## config.mk

```make
export PLATFORM = sky130hd
export DESIGN_NAME = freq_meas_sequencer
export DESIGN_NICKNAME = d
export VERILOG_FILES = /design/src/rtl/freq_seq_pkg.sv /design/src/rtl/freq_seq_timer.sv /design/src/rtl/freq_meas_sequencer.sv
export SDC_FILE = /design/constraint.sdc
export NUM_CORES = 1
export LEC_CHECK = 0
export CAP_MARGIN = 5
export CORE_MARGIN = 4
export CORE_UTILIZATION = 50
export CTS_CLUSTER_SIZE = 12
export DETAILED_ROUTE_END_ITERATION = 8
export PLACE_DENSITY_LB_ADDON = 0.25
export SYNTH_ARGS = -nofsm -noshare
export SYNTH_HDL_FRONTEND = slang
export SYNTH_SLANG_ARGS = --single-unit
export TNS_END_PERCENT = 5
```

## constraint.sdc

```tcl
create_clock -name i_clk -period 2.9 [get_ports i_clk]
set_input_delay 0.87 -clock i_clk [delete_from_list [all_inputs] [get_ports i_clk]]
set_output_delay 0.87 -clock i_clk [all_outputs]
set_load 0.01 [all_outputs]
```

## src/rtl/freq_seq_pkg.sv

```systemverilog
// Shared types and helpers for the frequency-measurement sequencer.
package freq_seq_pkg;

    typedef enum logic [2:0] {
        S_IDLE,
        S_ARM,
        S_START,
        S_WAIT_DONE,
        S_LATCH,
        S_GAP,
        S_ABORT
    } state_t;

    typedef enum logic [1:0] {
        ST_NONE  = 2'd0,
        ST_OK    = 2'd1,
        ST_RANGE = 2'd2,
        ST_TMO   = 2'd3
    } status_t;

    // 64-bit intermediate: ms * Hz overflows 32 bits at realistic clock rates.
    function automatic int ms_to_cycles(input int ms, input int clk_freq);
        longint c;
        c = longint'(ms) * longint'(clk_freq) / 64'sd1000;
        return int'(c);
    endfunction

endpackage

```

## src/rtl/freq_seq_timer.sv

```systemverilog
// Loadable down-counter; o_zero is high while the count rests at zero.
module freq_seq_timer #(
    parameter int W = 8
) (
    input  logic         i_clk,
    input  logic         i_rst_n,
    input  logic         i_load,
    input  logic         i_count,
    input  logic [W-1:0] i_value,
    output logic         o_zero
);

    logic [W-1:0] cnt;

    always_ff @(posedge i_clk or negedge i_rst_n) begin
        if (!i_rst_n) begin
            cnt <= '0;
        end else if (i_load) begin
            cnt <= i_value;
        end else if (i_count && cnt != '0) begin
            cnt <= cnt - W'(1);
        end
    end

    assign o_zero = (cnt == '0);

endmodule

```

## src/rtl/freq_meas_sequencer.sv

```systemverilog
// Sequences a BCD frequency counter: start, wait done, latch result/status, optional repeat.
// Optional feature macro: FREQ_SEQ_TIMEOUT_EN (abort the counter if done never arrives).
module freq_meas_sequencer
    import freq_seq_pkg::*;
#(
    parameter int CLK_FREQ    = 100_000_000,
    parameter int INTERVAL_MS = 250,
    parameter int TIMEOUT_MS  = 2500
) (
    input  logic       i_clk,
    input  logic       i_rst_n,
    input  logic       i_run,
    input  logic       i_single,
    input  logic       i_hold,
    output logic       o_meas_start,
    output logic       o_meas_abort,
    input  logic       i_meas_ready,
    input  logic       i_meas_done,
    input  logic [3:0] i_meas_bcd3,
    input  logic [3:0] i_meas_bcd2,
    input  logic [3:0] i_meas_bcd1,
    input  logic [3:0] i_meas_bcd0,
    input  logic [3:0] i_meas_dp,
    input  logic       i_meas_overflow,
    input  logic       i_meas_underflow,
    output logic [3:0] o_disp_bcd3,
    output logic [3:0] o_disp_bcd2,
    output logic [3:0] o_disp_bcd1,
    output logic [3:0] o_disp_bcd0,
    output logic [3:0] o_disp_dp,
    output logic [1:0] o_status,
    output logic       o_valid,
    output logic       o_busy
);

    localparam int GAP_CYC = ms_to_cycles(INTERVAL_MS, CLK_FREQ);
`ifdef FREQ_SEQ_TIMEOUT_EN
    localparam int TMO_CYC = ms_to_cycles(TIMEOUT_MS, CLK_FREQ);
    localparam int MAX_CYC = (GAP_CYC > TMO_CYC) ? GAP_CYC : TMO_CYC;
`else
    localparam int MAX_CYC = GAP_CYC;
`endif
    localparam int TW = (MAX_CYC < 1) ? 1 : $clog2(MAX_CYC + 1);

    // Load N-1 so that the GAP/WAIT state lasts exactly N cycles before o_zero.
    localparam logic [TW-1:0] GAP_LD = TW'((GAP_CYC > 0) ? GAP_CYC - 1 : 0);
`ifdef FREQ_SEQ_TIMEOUT_EN
    localparam logic [TW-1:0] TMO_LD = TW'((TMO_CYC > 0) ? TMO_CYC - 1 : 0);
`endif

    state_t        state;
    status_t       status;
    logic          tmr_load;
    logic          tmr_count;
    logic [TW-1:0] tmr_value;
    logic          tmr_zero;

    // One timer serves both intervals: LATCH/ABORT preload the gap, START preloads the timeout.
    always_comb begin
        tmr_load  = 1'b0;
        tmr_count = 1'b0;
        tmr_value = GAP_LD;
        case (state)
`ifdef FREQ_SEQ_TIMEOUT_EN
            S_START: begin
                tmr_load  = 1'b1;
                tmr_value = TMO_LD;
            end
`endif
            S_LATCH, S_ABORT:  tmr_load  = 1'b1;
            S_WAIT_DONE, S_GAP: tmr_count = 1'b1;
            default: ;
        endcase
    end

    freq_seq_timer #(.W(TW)) u_timer (
        .i_clk   (i_clk),
        .i_rst_n (i_rst_n),
        .i_load  (tmr_load),
        .i_count (tmr_count),
        .i_value (tmr_value),
        .o_zero  (tmr_zero)
    );

    always_ff @(posedge i_clk or negedge i_rst_n) begin
        if (!i_rst_n) begin
            state        <= S_IDLE;
            status       <= ST_NONE;
            o_meas_start <= 1'b0;
            o_meas_abort <= 1'b0;
            o_valid      <= 1'b0;
            o_disp_bcd3  <= 4'd0;
            o_disp_bcd2  <= 4'd0;
            o_disp_bcd1  <= 4'd0;
            o_disp_bcd0  <= 4'd0;
            o_disp_dp    <= 4'd0;
        end else begin
            o_meas_start <= 1'b0;
            o_meas_abort <= 1'b0;
            o_valid      <= 1'b0;
            case (state)
                S_IDLE: if (i_single || i_run) state <= S_ARM;
                S_ARM: begin
                    if (i_meas_ready) begin
                        state        <= S_START;
                        o_meas_start <= 1'b1;
                    end
                end
                S_START: state <= S_WAIT_DONE;
                S_WAIT_DONE: begin
                    // Result is committed on the done cycle so it is visible during LATCH.
                    if (i_meas_done) begin
                        state <= S_LATCH;
                        if (i_meas_overflow || i_meas_underflow) begin
                            status <= ST_RANGE;
                        end else begin
                            status <= ST_OK;
                            if (!i_hold) begin
                                o_disp_bcd3 <= i_meas_bcd3;
                                o_disp_bcd2 <= i_meas_bcd2;
                                o_disp_bcd1 <= i_meas_bcd1;
                                o_disp_bcd0 <= i_meas_bcd0;
                                o_disp_dp   <= i_meas_dp;
                                o_valid     <= 1'b1;
                            end
                        end
                    end
`ifdef FREQ_SEQ_TIMEOUT_EN
                    else if (tmr_zero) begin
                        state        <= S_ABORT;
                        status       <= ST_TMO;
                        o_meas_abort <= 1'b1;
                    end
`endif
                end
                S_LATCH, S_ABORT: state <= i_run ? S_GAP : S_IDLE;
                S_GAP: begin
                    if (i_single)      state <= S_ARM;
                    else if (tmr_zero) state <= i_run ? S_ARM : S_IDLE;
                end
                default: state <= S_IDLE;
            endcase
        end
    end

    assign o_status = status;
    assign o_busy   = (state != S_IDLE);

endmodule

```

# Yosys cells after proc, flatten, opt, wreduce, memory -nomap -nowiden
# Index checks and enable logic that the tools add are counted.
[totals] in_bits=29 wordCells=55 out_inout_bits=26 mem_bits_ro=0 ff_bits=52 n_memories=0 mem_bits_rw=0 latchBits=0
[classes] order_cmp=0 bitwise_logic=2 n_mux=19 shifts=0 n_eq_ne=10 addsub=1 reduce_logical=13 mul=0 div=0
[op_table] op="$mux W25" count=2
[op_table] op="$logic_not A25 Y1" count=1
[op_table] op="$reduce_bool A25 Y1" count=1
[op_table] op="$sub A25 B1 Y25 const B" count=1
[op_table] op="$mux W3" count=6
[op_table] op="$pmux W3 S6" count=1
[op_table] op="$eq A3 B3 Y1 const B" count=3
[op_table] op="$mux W1" count=9
[op_table] op="$reduce_and A4 Y1" count=2
[op_table] op="$eq A3 B2 Y1 const B" count=2
[op_table] op="$ne A2 B2 Y1 const B" count=3
[op_table] op="$reduce_or A2 Y1" count=2
[op_table] op="$eq A3 B1 Y1 const B" count=1
[op_table] op="$logic_not A3 Y1" count=1
[op_table] op="$ne A3 B3 Y1 const B" count=1
[op_table] op="$reduce_bool A3 Y1" count=1
[op_table] op="$logic_or A1 B1 Y1" count=2
[op_table] op="$mux W2" count=1
[op_table] op="$not A1 Y1" count=2
[op_table] op="$reduce_and A2 Y1" count=1
[op_table] op="$reduce_bool A2 Y1" count=1
[op_table] op="$logic_and A1 B1 Y1" count=1

# Logic depth before layout (Yosys ltp)
[depth] depth_word=6 depth_mapped=8 depth_no_buf=7

# Cells and area by module
# A second synthesis with hierarchy kept.
[hier_totals] hier_cells=244 hier_area_um2=2762.6
[by_module_without_submodules] mod="freq_seq_timer" n_inst=1 seq_area_each_um2=625.6 cells_per_inst=162 area_each_um2=1555.2
[by_module_without_submodules] mod="freq_meas_sequencer" n_inst=1 seq_area_each_um2=675.6 cells_per_inst=82 area_each_um2=1207.4

# Worst setup path before layout
# No wires, ideal clock.
[synth_timing] kind="in2reg" start="input i_meas_done" end="register o_disp_bcd0[0]" t_arrival_ps=2229 required_ps=2775 setup_time_ps=125 setup_slack_ps=546 path_stages=5 path_cell_list="nand4b_1 > or3_1 > nor2_1 > buf_1 > mux2_2"
[synth_via] elab_chain_cells=1
[synth_rtl] element="start: declaration" line="freq_meas_sequencer.sv:18" rtl="input logic i_meas_done,"
[synth_rtl] element="$reduce_and A4 Y1 (no source line)"
[synth_rtl] element="end signal: assignment" line="freq_meas_sequencer.sv:122" rtl="o_disp_bcd0 <= i_meas_bcd0;"
[synth_rtl] element="end: declaration" line="freq_meas_sequencer.sv:29" rtl="output logic [3:0] o_disp_bcd0,"
# No other way between the ends.
# A chain may end at the register's enable or synchronous reset.

# Worst setup path in the final report
[layout_timing] start="register state[2]" end="output o_busy"
[layout_via] elab_chain_cells=1
[layout_rtl] element="start: declaration" line="freq_meas_sequencer.sv:51" rtl="state_t state;"
[layout_rtl] element="start signal: assignment" line="freq_meas_sequencer.sv:136" rtl="S_LATCH, S_ABORT: state <= i_run ? S_GAP : S_IDLE;"
[layout_rtl] element="start signal: assignment" line="freq_meas_sequencer.sv:139" rtl="else if (tmr_zero) state <= i_run ? S_ARM : S_IDLE;"
[layout_rtl] element="$reduce_bool A3 Y1" line="freq_meas_sequencer.sv:147" rtl="assign o_busy = (state != S_IDLE);"
[layout_rtl] element="end: declaration" line="freq_meas_sequencer.sv:33" rtl="output logic o_busy"
# No other way between the ends.

==> results.cfg <==
[run_status]
status = complete, no violations

[logic_synthesis]
ys_seq_elements = 52
synth.most_common_cell = dfrtp_1
ys.flop_type = dfrtp_1
synth_edf_count = 0
yosys.area.top_type_share_pct = 51.56
synth_top_area_cell = dfrtp_1
synthArstFlopShare_pct = 100.0
synth_cell_types = 47
synth_common_cells = 52 x dfrtp_1, 20 x mux2_2, 15 x nor2_1, 14 x nand2_1
syn_nets = 264
syn_area_per_cell_um2 = 10.83
seq_area_frac_synth_pct = 51.56
ys.warnings.count = 0
syn_inst = 233
synth_area_um2 = 2524
synthTopCellsByArea = dfrtp_1 52%, mux2_2 8.9%, or3_1 2.7%, or4_1 2.4%, nor2_1 2.2%

[critical_path]
worstRegToRegCells = 7
cp_data_arrival_time_ns = 1.72
startpoint_type = flip-flop
cp_max_fo = 12
regToRegSetupSlack_ns = 0.36
required_ns = 2.03
r2r_start = u_timer.cnt[1]
path_class = flip-flop to output pin
rr_endpoint = u_timer.cnt[17]
crit_path_end_kind = output pin

[place]
io_buffers = 53
hpwl_um = 3905
dp_cells = 344
routabilityCongestion = 0.8233

[grt]
grt_pass1_wl_um = 9225
antenna_found_initial = 0
grt_max_degree = 38
track_usage_pct = 18.82
grt_overflow = 0
grt_pass1_vias = 1934

[timing]
setup_viol = 0
clock_skew_ns = 0.004980
fin_tns_setup_ns = 0
rsz0062_at_grt = false
finalMaxSlewViolations = 0
slew-limit-headroom_pct = 60.14
max_clock_freq_mhz = 386.2
finalCriticalPeriod_ns = 2.589
final_hold_viol_count = 0
tightest_slew_ns = 0.5980
fin_crit_sh_pct = 89.29

[cts]
cts_setup_buffers = 0
clock_sinks = 52
ctsHoldBuffers = 0
cts_tree = yes
numCtsBuffers = 5
clk_path_buf_depth = 2
clk_latency_ns = 0.31
cts_resized = 0
clock-root-buffer = clkbuf_8
htree_levels = 2
path_clk_slew_ns = 0.09

[final_layout]
nFillCells = 396
utilization_pct = 66.73
final-instance-count-excl-fill = 352
drive_gt1_share_pct = 14.04
finalNetCount = 315
antenna-diode-count = 0
area.growth.synth_to_final_pct = 27.37

[pwr]
ir_worst_vdd_uv = 545.0
leakage_uw = 0.001254
power_density_nw_per_um2 = 841.3

[floorplan]
die_y_um = 79.05
die_w_um = 79.05
die_area_um2 = 6248
pin_count = 55
core_um2 = 4817
start_util_pct = 52.39
rows = 25

[routing]
drtIter0Drc = 120
routedWlPerCell_um = 15.56
drt_pass1_iterations = 4
wirelength_um = 5477
ant_nets = 0
vias = 2017
drc = 0
via_per_inst = 5.730

[flow_run]
cap_violations = 0

[min_path]
hold_path_class = input port to async pin
## flip-flops by register name, summed over array words and instances (netlist names)
signal	count
o_disp_bcd1	4
o_disp_bcd2	4
u_timer.cnt	25
state	3
o_valid	1
o_disp_dp	4
o_status	2
o_disp_bcd3	4
o_meas_start	1
o_disp_bcd0	4
## power breakdown
part / internal [µW] / switching (µW) / leakage [µW]
Combinational: 552 / 433 / 0.000585
Sequential: 1010 / 273 / 0.000625
Clock: 194 / 248 / 0.0000434
Total: 1750 / 953 / 0.00125
## placed cells by master, fill, tap and decap left out, drive strengths merged, types with 2 or more instances in the layout
cell type and count:
and4 2, nor2 15, and2 3, a211oi 2, xnor2 2, nand4b 5, inv 3, ha 2
mux2 20, mux2i 5, clkinvlp 2, a311oi 2, clkbuf 6, nand3 11, or4 11, or3 11
buf 5, o31ai 7, o41ai 2, nand2 14, o21ai 11, nor2b 3, clkdlybuf4s50 52, dfrtp 52
a21oi 7, nor4 6, and3 3, nor3 7
## cell families (layout without fill, tap and decap cells)
family	after synthesis	after routing	share of synthesized area, %
compound gates	38	38	10.36
xor+xnor	3	3	1.041
fa+ha+maj	2	2	0.9914
buf+inv	16	68	2.777
flops	52	52	51.56
mux	25	25	10.91
other cells	1	1	0.1486
simple gates	96	96	22.21
## per-layer routing
layer	global-route usage, %	wire, µm
met2	31.57	2827
met1	24.07	2370
met5	0	0
met4	6.014	70
met3	4.422	208
## through the flow
| step | area, µm² | power, µW | worst slack [ns] | hold slack [ns] |
|---|---|---|---|---|
| detailed placement | 3117 | 2284 | 0.1149 | 0.4864 |
| global route | 3214 | 2903 | 0.1969 | 0.4775 |
| finish | 3214 | 2704 | 0.3106 | 0.4637 |
| CTS | 3214 | 2730 | 0.3161 | 0.4675 |
| global placement | 3117 | 2243 | 0.1543 | 0.4780 |
| floorplan | 2524 | 1814 | 0.5462 | 0.4644 |
## worst max path at each step
stage,depth (start not counted),start,end
after floorplan,5,i_meas_done,o_disp_bcd0[0]
after global placement,6,i_meas_done,o_disp_dp[2]
after detailed placement,6,i_meas_done,o_disp_bcd3[3]
after CTS,2,state[2],o_busy
after global routing,7,u_timer.cnt[1],u_timer.cnt[21]
final,2,state[2],o_busy
## worst max-delay path: stages (launching register included)
cell and delay, ns:
dfrtp_1 0.51, or3_1 0.41, clkdlybuf4s50_1 0.48
## cell type report
| type | count | area (µm²) | share of cell area, % |
|---|---|---|---|
| flip-flops and latches | 52 | 1301 | 40.48 |
| multi-input cells | 165 | 1152 | 35.85 |
| repair buffers | 57 | 568.0 | 17.67 |
| well taps | 67 | 83.83 | 2.608 |
| clock buffers | 6 | 82.58 | 2.569 |
| clock inverters | 2 | 15.01 | 0.4671 |
| inverters | 3 | 11.26 | 0.3503 |
No activity file was read; power rests on OpenSTA's default activity.
